==> src/rtl/dfe_train_ctrl.sv <==
// rtl/dfe_train_ctrl.sv - DFE input pacing and sign-sign LMS h1 training sequencer
module dfe_train_ctrl #(
    parameter int SIGNAL_RESOLUTION = 8,
    parameter int SYMBOL_SEPERATION = 56,
    parameter int TAP_WIDTH         = 4,
    parameter int TAP_INIT          = 1,
    parameter int TRAIN_LEN         = 64,
    parameter int DEC_TIMEOUT       = 255
) (
    input  logic                                clk,
    input  logic                                rst,
    input  logic                                start,
    input  logic                                retrain,
    input  logic signed [SIGNAL_RESOLUTION-1:0] sample_in,
    input  logic                                sample_in_valid,
    output logic                                sample_in_ready,
    input  logic signed [SIGNAL_RESOLUTION-1:0] train_data,
    input  logic                                train_data_valid,
    output logic signed [SIGNAL_RESOLUTION-1:0] dfe_in,
    output logic                                dfe_in_valid,
    input  logic signed [SIGNAL_RESOLUTION-1:0] dec_in,
    input  logic                                dec_valid,
    output logic signed [TAP_WIDTH-1:0]         tap_h1,
    output logic                                tap_update,
    output logic [1:0]                          mode,
    output logic                                train_done,
    output logic                                timeout_err
);

    localparam int SR  = SIGNAL_RESOLUTION;
    localparam int TW  = TAP_WIDTH;
    localparam int GW  = $clog2(SYMBOL_SEPERATION + 1);
    localparam int TMW = $clog2(DEC_TIMEOUT + 1);
    localparam int CW  = $clog2(TRAIN_LEN + 1);

    localparam logic [GW-1:0]  GAP_RELOAD = GW'(SYMBOL_SEPERATION - 1);
    localparam logic [TMW-1:0] TMO_LAST   = TMW'(DEC_TIMEOUT - 1);
    localparam logic [CW-1:0]  CNT_LAST   = CW'(TRAIN_LEN - 1);
    localparam logic [TW-1:0]  TAP_RST    = TW'(TAP_INIT);
    localparam logic [TW-1:0]  TAP_MAX    = {1'b0, {(TW-1){1'b1}}};
    localparam logic [TW-1:0]  TAP_MIN    = {1'b1, {(TW-1){1'b0}}};

    typedef enum logic [1:0] {
        S_IDLE  = 2'd0,
        S_TRAIN = 2'd1,
        S_DATA  = 2'd2
    } state_t;

    state_t         state_q, state_d;
    logic [TW-1:0]  tap_q, tap_d;
    logic [SR-1:0]  prev_dec_q, prev_dec_d;
    logic [SR-1:0]  exp_sym_q, exp_sym_d;
    logic [SR-1:0]  dfe_in_q, dfe_in_d;
    logic           dfe_in_valid_q, dfe_in_valid_d;
    logic           tap_update_q, tap_update_d;
    logic           pending_q, pending_d;
    logic [GW-1:0]  gap_q, gap_d;
    logic [TMW-1:0] tmo_q, tmo_d;
    logic [CW-1:0]  train_cnt_q, train_cnt_d;
    logic           train_done_q, train_done_d;
    logic           timeout_err_q, timeout_err_d;
    logic           retrain_pend_q, retrain_pend_d;

    logic              ready;
    logic              accept;
    logic              dec_take;
    logic signed [SR:0] err_s;
    logic signed [1:0]  delta;
    logic signed [TW:0] tap_sum;
    logic [TW-1:0]      tap_next;

    // A retrain request in DATA blocks new issues so the hand-over happens on a clean symbol boundary.
    assign ready = ((state_q == S_TRAIN) || (state_q == S_DATA)) && !pending_q &&
                   (gap_q == '0) && !retrain_pend_q && !((state_q == S_DATA) && retrain);
    assign accept   = sample_in_valid && ready && ((state_q != S_TRAIN) || train_data_valid);
    assign dec_take = dec_valid && pending_q;

    assign err_s = $signed({exp_sym_q[SR-1], exp_sym_q}) - $signed({dec_in[SR-1], dec_in});

    always_comb begin
        delta = 2'sd0;
        if (err_s != '0) begin
            delta = (err_s[SR] ^ prev_dec_q[SR-1]) ? -2'sd1 : 2'sd1;
        end
        tap_sum  = $signed({tap_q[TW-1], tap_q}) + $signed({{(TW-1){delta[1]}}, delta});
        tap_next = tap_sum[TW-1:0];
        if (tap_sum[TW] != tap_sum[TW-1]) begin
            tap_next = tap_sum[TW] ? TAP_MIN : TAP_MAX;
        end
    end

    always_comb begin
        state_d        = state_q;
        tap_d          = tap_q;
        prev_dec_d     = prev_dec_q;
        exp_sym_d      = exp_sym_q;
        dfe_in_d       = dfe_in_q;
        dfe_in_valid_d = 1'b0;
        pending_d      = pending_q;
        gap_d          = gap_q;
        tmo_d          = tmo_q;
        train_cnt_d    = train_cnt_q;
        train_done_d   = train_done_q;
        timeout_err_d  = timeout_err_q;
        retrain_pend_d = retrain_pend_q;

        if (gap_q != '0) gap_d = gap_q - GW'(1);
        if (pending_q) tmo_d = tmo_q + TMW'(1);

        if (accept) begin
            dfe_in_d       = sample_in;
            dfe_in_valid_d = 1'b1;
            pending_d      = 1'b1;
            gap_d          = GAP_RELOAD;
            tmo_d          = '0;
            if (state_q == S_TRAIN) exp_sym_d = train_data;
        end

        if (dec_take) begin
            pending_d  = 1'b0;
            tmo_d      = '0;
            prev_dec_d = dec_in;
            if (state_q == S_TRAIN) begin
                tap_d       = tap_next;
                train_cnt_d = train_cnt_q + CW'(1);
                if (train_cnt_q == CNT_LAST) begin
                    state_d      = S_DATA;
                    train_done_d = 1'b1;
                end
            end
        end else if (pending_q && (tmo_q == TMO_LAST)) begin
            timeout_err_d  = 1'b1;
            pending_d      = 1'b0;
            tmo_d          = '0;
            retrain_pend_d = 1'b0;
            state_d        = S_IDLE;
        end

        if ((state_q == S_IDLE && start) ||
            (state_q == S_DATA && state_d == S_DATA && (retrain || retrain_pend_q) &&
             !(pending_q && !dec_take))) begin
            state_d        = S_TRAIN;
            train_cnt_d    = '0;
            prev_dec_d     = '0;
            train_done_d   = 1'b0;
            timeout_err_d  = 1'b0;
            retrain_pend_d = 1'b0;
            tap_d          = TAP_RST;
        end else if (state_q == S_DATA && state_d == S_DATA && retrain) begin
            retrain_pend_d = 1'b1;
        end

        tap_update_d = (tap_d != tap_q);
    end

    always_ff @(posedge clk) begin
        if (rst) begin
            state_q        <= S_IDLE;
            tap_q          <= TAP_RST;
            prev_dec_q     <= '0;
            exp_sym_q      <= '0;
            dfe_in_q       <= '0;
            dfe_in_valid_q <= 1'b0;
            tap_update_q   <= 1'b0;
            pending_q      <= 1'b0;
            gap_q          <= '0;
            tmo_q          <= '0;
            train_cnt_q    <= '0;
            train_done_q   <= 1'b0;
            timeout_err_q  <= 1'b0;
            retrain_pend_q <= 1'b0;
        end else begin
            state_q        <= state_d;
            tap_q          <= tap_d;
            prev_dec_q     <= prev_dec_d;
            exp_sym_q      <= exp_sym_d;
            dfe_in_q       <= dfe_in_d;
            dfe_in_valid_q <= dfe_in_valid_d;
            tap_update_q   <= tap_update_d;
            pending_q      <= pending_d;
            gap_q          <= gap_d;
            tmo_q          <= tmo_d;
            train_cnt_q    <= train_cnt_d;
            train_done_q   <= train_done_d;
            timeout_err_q  <= timeout_err_d;
            retrain_pend_q <= retrain_pend_d;
        end
    end

    assign sample_in_ready = ready;
    assign dfe_in          = dfe_in_q;
    assign dfe_in_valid    = dfe_in_valid_q;
    assign tap_h1          = tap_q;
    assign tap_update      = tap_update_q;
    assign mode            = state_q;
    assign train_done      = train_done_q;
    assign timeout_err     = timeout_err_q;

endmodule

==> config.mk <==
export PLATFORM = sky130hd
export DESIGN_NAME = dfe_train_ctrl
export DESIGN_NICKNAME = d
export VERILOG_FILES = /design/src/rtl/dfe_train_ctrl.sv
export SDC_FILE = /design/constraint.sdc
export NUM_CORES = 1
export LEC_CHECK = 0
export ABC_AREA = 1
export CAP_MARGIN = 10
export CELL_PAD_IN_SITES_DETAIL_PLACEMENT = 1
export CELL_PAD_IN_SITES_GLOBAL_PLACEMENT = 2
export CORE_MARGIN = 4
export CORE_UTILIZATION = 30
export DETAILED_ROUTE_END_ITERATION = 7
export GPL_TIMING_DRIVEN = 1
export PLACE_DENSITY = 0.86
export SKIP_CTS_REPAIR_TIMING = 1
export SLEW_MARGIN = 25
export SYNTH_ARGS = -nofsm -noshare
export SYNTH_HDL_FRONTEND = slang
export SYNTH_SLANG_ARGS = --single-unit
==> constraint.sdc <==
create_clock -name clk -period 3.8 [get_ports clk]
set_input_delay 0.57 -clock clk [delete_from_list [all_inputs] [get_ports clk]]
set_output_delay 0.57 -clock clk [all_outputs]
set_load 0.005 [all_outputs]
# After elaboration in Yosys (flattened, before gate mapping)
# Cells that the tools add are included.
[op_classes]
add_sub_neg = 5
n_mul = 0
div = 0
n_lt_le_gt_ge = 0
n_eq_ne = 9
n_shift = 0
mux = 18
bitwise_logic = 2
reduce_logical = 39
[op_table]
columns = ["cell", "count"]
rows = [
  ["4-bit two-way mux", 5],
  ["1-bit logical AND", 15],
  ["2-bit two-way mux", 6],
  ["6-bit two-way mux", 2],
  ["9-bit nonzero test", 1],
  ["8-bit by 8-bit subtractor with 9-bit output", 1],
  ["8-bit by 1-bit adder with 8-bit output, second input constant", 1],
  ["8-bit equality test, second input constant", 1],
  ["2-bit AND reduction", 4],
  ["7-bit by 1-bit adder with 7-bit output, second input constant", 1],
  ["7-bit by 6-bit equality test with 1-bit output, second input constant", 1],
  ["6-bit logical NOT", 1],
  ["6-bit nonzero test", 1],
  ["6-bit by 1-bit subtractor with 6-bit output, second input constant", 1],
  ["4-bit by 2-bit adder with 5-bit output", 1],
  ["1-bit logical NOT", 5],
  ["1-bit two-way mux", 5],
  ["2-bit equality test, second input constant", 2],
  ["1-bit logical OR", 4],
  ["2-bit by 1-bit != test with 1-bit output, second input constant", 2],
  ["4-bit != test", 1],
  ["2-bit nonzero test", 2],
  ["2-bit OR reduction", 2],
  ["4-bit OR reduction", 1],
  ["other kinds (7)", 7],
]
[totals]
regBits = 57
latchBits = 0
mem_bits_rw = 0
mem_bits_ro = 0
input_bits = 31
out_inout_bits = 19
n_memories = 0

# Longest topological paths before layout
[logic_depth]
word_depth = 11
mapped_depth = 32

# Worst setup path after synthesis
# Ideal clock, no wire load.
[synth_timing]
path_type = "input-to-reg"
start = "input dec_in[0]"
end = "register tap_update_q, in the netlist tap_update"
arrival_time_ps = 3135
required_ps = 3672
path_slack_ps = 538
path_stages = 31
cell_sequence = "ha_1 -> fa_1 -> inv_1 -> nand2_1 -> nand2_1 -> nand3_1 -> nand2_1 -> nand2_1 -> nand2_1 -> nand2_1 -> nor2_1 -> nand2_4 -> nand2_4 -> nand2_1 -> nand2_1 -> inv_1 -> ha_1 -> inv_1 -> nand2_2 -> nand3_2 -> nand3_2 -> nand3_1 -> nand2_1 -> nand2_1 -> nand2_1 -> nand2_1 -> nand2_1 -> nand2_1 -> nand2_1 -> nor2_1 -> nor2_1"
[synth_between]
elab_chain_cells = 11
elab_cells_between_ends = 13
cone_classes = "add/sub (2); eq/ne (2); mux (7); bitwise (1); reduce/logical (1)"
[synth_rtl]
columns = ["item", "line", "text"]
rows = [
  ["from (decl)", "21", "input logic signed [SIGNAL_RESOLUTION-1:0] dec_in,"],
  ["8-bit by 8-bit subtractor with 9-bit output *", "78", "assign err_s = $signed({exp_sym_q[SR-1], exp_sym_q}) - $signed({dec_in[SR-1], dec_in});"],
  ["1-bit bitwise XOR", "83", "delta = (err_s[SR] ^ prev_dec_q[SR-1]) ? -2'sd1 : 2'sd1;"],
  ["2-bit two-way mux", "83", ""],
  ["2-bit two-way mux *", "82", "if (err_s != '0) begin"],
  ["4-bit by 2-bit adder with 5-bit output *", "85", "tap_sum = $signed({tap_q[TW-1], tap_q}) + $signed({{(TW-1){delta[1]}}, delta});"],
  ["4-bit two-way mux or 1-bit != test (tied branches)", "88, 87", ""],
  ["4-bit two-way mux *", "87", "if (tap_sum[TW] != tap_sum[TW-1]) begin"],
  ["4-bit two-way mux *", "123", "if (state_q == S_TRAIN) begin"],
  ["4-bit two-way mux *", "119", "if (dec_take) begin"],
  ["4-bit two-way mux *", "139", "if ((state_q == S_IDLE && start) ||"],
  ["4-bit != test *", "153", "tap_update_d = (tap_d != tap_q);"],
  ["to (signal assigned)", "179", "tap_update_q <= tap_update_d;"],
  ["to (decl)", "55", "logic tap_update_q, tap_update_d;"],
]
# Mark *: on every way between the ends. The rest lies on a longest branch, timed or not.
# A chain may end at the register's enable or synchronous reset.

# Worst setup path in the final report
[layout_timing]
start = "input dec_in[3]"
end = "register tap_update_q, in the netlist tap_update"
# Same word-level chain as after synthesis.

==> impl_results.rst <==
.. list-table::
   :header-rows: 1

   * - Metric
     - Value
   * - Share of final-layout standard cells stronger than drive strength 1
     - 14.8%
   * - Via count of the first global-routing pass
     - 2908
   * - Crit. End Element
     - flop
   * - Commonest non-fill, non-tap cell in the layout
     - sky130_fd_sc_hd__nand2_1
   * - Top cell family by delay on the critical path
     - simple AND/OR/NAND/NOR gates
   * - Clk slew on worst S/H paths
     - 0.09 ns
   * - Clock insertion delay at the later pin of the skew report
     - 0.30 ns
   * - Warnings from Yosys
     - 0
   * - Number of synthesized register bits
     - 50
   * - Critical path class
     - in -> reg
   * - Crit path launch
     - dec_in[3]
   * - Count of endpoints failing setup in the final report
     - 0
   * - Area growth from synthesis to layout
     - 33.5%
   * - Result of the run
     - finished clean
   * - Clock tree root driver cell
     - sky130_fd_sc_hd__clkbuf_8
   * - Worst-case headroom to the max-slew limit
     - 63.8%
   * - DRC violations left
     - 0
   * - Arrival @ worst endpoint
     - 3.69 ns
   * - Tightest hold margin
     - 0.452 ns
   * - Power density over the cells
     - 359 nW/um2
   * - DIE WIDTH
     - 106 um
   * - Reg-to-reg critical path startpoint
     - exp_sym_q[0]$_SDFFE_PP0P_
   * - Pin slew with the least headroom to its limit
     - 0.538 ns
   * - Peak fanout along the critical path
     - 5
   * - Sum of net half-perimeters after detailed placement
     - 6080 um
   * - Slowest stage delay, CP
     - 0.46 ns
   * - Via density per instance
     - 4.62
   * - DR iter-0 viols
     - 61
   * - Number of hold violations in the final report
     - 0
   * - Post-layout minimum cycle time
     - 3.49 ns
   * - RD Place Congestion
     - 0.768
   * - Hold Path Origin
     - train_done$_SDFFE_PP0P_
   * - Top library cells by usage in the layout, fill and taps aside
     - 93 x sky130_fd_sc_hd__nand2_1, 62 x sky130_fd_sc_hd__inv_1, 50 x sky130_fd_sc_hd__dfxtp_1
   * - Number of violations of the max-capacitance limit
     - 0
   * - Pre-CTS setup slack
     - -0.195 ns
   * - Layout Skew
     - 0.00465 ns
   * - Buffers added on ports
     - 49
   * - Classification of the worst-slack hold path
     - reg -> reg
   * - Antenna-violating nets left
     - 0
   * - Maximum root-to-sink buffer count
     - 2
   * - Register area
     - 1000 um2
   * - Global-route wire length before repair
     - 13300 um
   * - Worst path setup slack after routing
     - 0.305 ns
   * - Total wire length after detailed routing
     - 7700 um
   * - Total number of vias
     - 2774
   * - Synthesized area
     - 2910 um2
   * - Peak supply drop
     - 0.176 mV
   * - Initial antenna violation count
     - 0
   * - Top flip-flop cell by instance count after synthesis
     - sky130_fd_sc_hd__dfxtp_1
   * - Post-layout utilization of the core
     - 41.6%
   * - CTS tree
     - done
   * - Number of placed I/O pins
     - 50
   * - Final period utilization
     - 92.0%
   * - Maximum number of pins on one net before global-route repair
     - 19
   * - Leftover overflow at the end of global routing
     - 0
   * - Proportion of register bits with asynchronous set or reset after synthesis
     - 0%
   * - Count of standard-cell rows
     - 35
   * - Overall global routing resource usage
     - 14.1%
   * - Cts bufs inserted
     - 5
   * - Drt wl/cell
     - 12.8 um
   * - Number of clock sinks seen by CTS
     - 50
   * - Cell count after synthesis
     - 405
   * - Buffer and inverter count on the worst path
     - 7
   * - Leakage power summed over all cells
     - 0.00171 uW
   * - Area of the multi-input gates
     - 1700 um2
   * - Die Height
     - 106 um
   * - Startpoint type of the worst setup path
     - input port
   * - Required time of the critical path
     - 4.00 ns
   * - Die area
     - 11300 um2
   * - Slowest stage cell on the critical path
     - sky130_fd_sc_hd__clkdlybuf4s50_1
   * - Max-slew violations
     - 0
   * - Fill cells
     - 1192
   * - Placeable core region
     - 9330 um2
   * - First-pass detailed-route iteration total
     - 4
   * - Number of flops mapped to enable cells by yosys
     - 0
   * - Initial cell density of the core
     - 31.2%
   * - Final Net Count
     - 520
   * - Mapped Nets
     - 454
   * - Sequential area share after synthesis
     - 34.4%
   * - CTS HTree Levels
     - 2
   * - Worst path most repeated cell
     - sky130_fd_sc_hd__nand3_1
   * - Number of antenna diodes
     - 0
   * - Number of distinct library cell variants in the gate-level netlist after synthesis
     - 38
   * - Highest clock frequency the design can meet
     - 0.286 GHz
   * - Avg Inst Size Synth
     - 7.18 um2
   * - Post-layout power
     - 1390 uW
worst register-to-register path: stages (launching register included):
cell and delay [ns]:
sky130_fd_sc_hd__dfxtp_1 0.32, sky130_fd_sc_hd__inv_1 0.05, sky130_fd_sc_hd__ha_2 0.19, sky130_fd_sc_hd__fa_2 0.51, sky130_fd_sc_hd__nand3_1 0.07, sky130_fd_sc_hd__nor2_1 0.10
sky130_fd_sc_hd__nand3_1 0.08, sky130_fd_sc_hd__nor2_1 0.12, sky130_fd_sc_hd__nand2_1 0.08, sky130_fd_sc_hd__nor2_2 0.15, sky130_fd_sc_hd__nand2_4 0.10, sky130_fd_sc_hd__ha_1 0.23
sky130_fd_sc_hd__ha_2 0.18, sky130_fd_sc_hd__inv_2 0.05, sky130_fd_sc_hd__nand2_2 0.06, sky130_fd_sc_hd__nand3_2 0.07, sky130_fd_sc_hd__nand3_2 0.10, sky130_fd_sc_hd__buf_4 0.15
sky130_fd_sc_hd__nand3_1 0.08, sky130_fd_sc_hd__nand3_2 0.10, sky130_fd_sc_hd__xor2_1 0.14, sky130_fd_sc_hd__nand3_1 0.08, sky130_fd_sc_hd__nor2_1 0.10, sky130_fd_sc_hd__nor2_1 0.04
metrics by stage:
stage	TNS (ns)	cell area, um2	cells
final	0	3880	601
after global routing	-0.00232	3880	601
after CTS	0	3770	598
after detailed placement	-0.256	3630	590
after global placement	-0.0364	3630	590
after floorplan	0	2910	405
cell families after synthesis:
| family | count (synthesis) | synth area share [%] |
|---|---|---|
| XOR/XNOR | 11 | 3.96 |
| flip-flops | 50 | 34.4 |
| adder cells (fa/ha/maj) | 18 | 8.01 |
| AND/OR/NAND/NOR | 197 | 32.2 |
| buffers and inverters | 75 | 9.81 |
| AO/OA/AOI/OAI | 54 | 11.6 |
where the power goes:
| part | internal [uW] | total, uW | switching, uW | leakage (uW) |
|---|---|---|---|---|
| sequential | 558 | 584 | 26.0 | 0.000405 |
| combinational | 155 | 351 | 196 | 0.00124 |
| clock | 281 | 459 | 178 | 0.0000714 |
registers in the layout (all words and copies together), names as in the netlist:
| name | count |
|---|---|
| dfe_in | 8 |
| pending_q | 1 |
| timeout_err | 1 |
| prev_dec_q | 1 |
| tmo_q | 8 |
| dfe_in_valid | 1 |
| mode | 2 |
| train_cnt_q | 7 |
| retrain_pend_q | 1 |
| gap_q | 6 |
| train_done | 1 |
| exp_sym_q | 8 |
| tap_h1 | 4 |
| tap_update | 1 |
final timing paths:
path,endpoint,slack [ns],cells after the start
hold / removal,train_done$_SDFFE_PP0P_,0.45,2
hold reg to reg,train_done$_SDFFE_PP0P_,0.45,2
setup reg to reg,tap_update$_SDFF_PP0_,0.53,23
setup / recovery,tap_update$_SDFF_PP0_,0.31,25
cell type report:
| class | instances | share of cell area [%] |
|---|---|---|
| well taps | 129 | 4.16 |
| clock buffers | 6 | 2.13 |
| flip-flops and latches | 50 | 25.8 |
| clock inverters | 2 | 1.55 |
| inverters | 70 | 6.84 |
| multi-input cells | 280 | 43.9 |
| repair buffers | 64 | 15.7 |
Yosys cell counts (2+ instances only):
library cell,number,area (um2)
sky130_fd_sc_hd__nand4_1,4,25.0
sky130_fd_sc_hd__o31ai_1,2,15.0
sky130_fd_sc_hd__ha_1,17,213
sky130_fd_sc_hd__nand3_1,37,185
sky130_fd_sc_hd__o21ai_2,3,26.3
sky130_fd_sc_hd__a21oi_1,27,135
sky130_fd_sc_hd__nand3_2,6,60.1
sky130_fd_sc_hd__nor4_1,2,12.5
sky130_fd_sc_hd__inv_1,63,236
sky130_fd_sc_hd__nor2_1,27,101
sky130_fd_sc_hd__dfxtp_1,50,1000
sky130_fd_sc_hd__o21ai_0,6,30.0
sky130_fd_sc_hd__xor2_1,6,52.6
sky130_fd_sc_hd__nand3b_1,3,22.5
sky130_fd_sc_hd__xnor2_1,4,35.0
sky130_fd_sc_hd__nor3_1,6,30.0
sky130_fd_sc_hd__nand2_4,4,45.0
sky130_fd_sc_hd__clkbuf_1,4,15.0
sky130_fd_sc_hd__nand2_2,4,25.0
sky130_fd_sc_hd__a22o_1,8,70.1
sky130_fd_sc_hd__inv_2,5,18.8
sky130_fd_sc_hd__a211oi_1,4,30.0
sky130_fd_sc_hd__nand2_1,98,368
routing by layer:
| metal | global-route usage (%) | wire (um) | part of all wire, % |
|---|---|---|---|
| met5 | 0 | 0 | 0 |
| met1 | 17.6 | 3690 | 48 |
| met2 | 24.6 | 3600 | 47 |
| met4 | 3.56 | 85 | 1.1 |
| met3 | 3.34 | 320 | 4.2 |
Power figures use the tool's default switching activity.
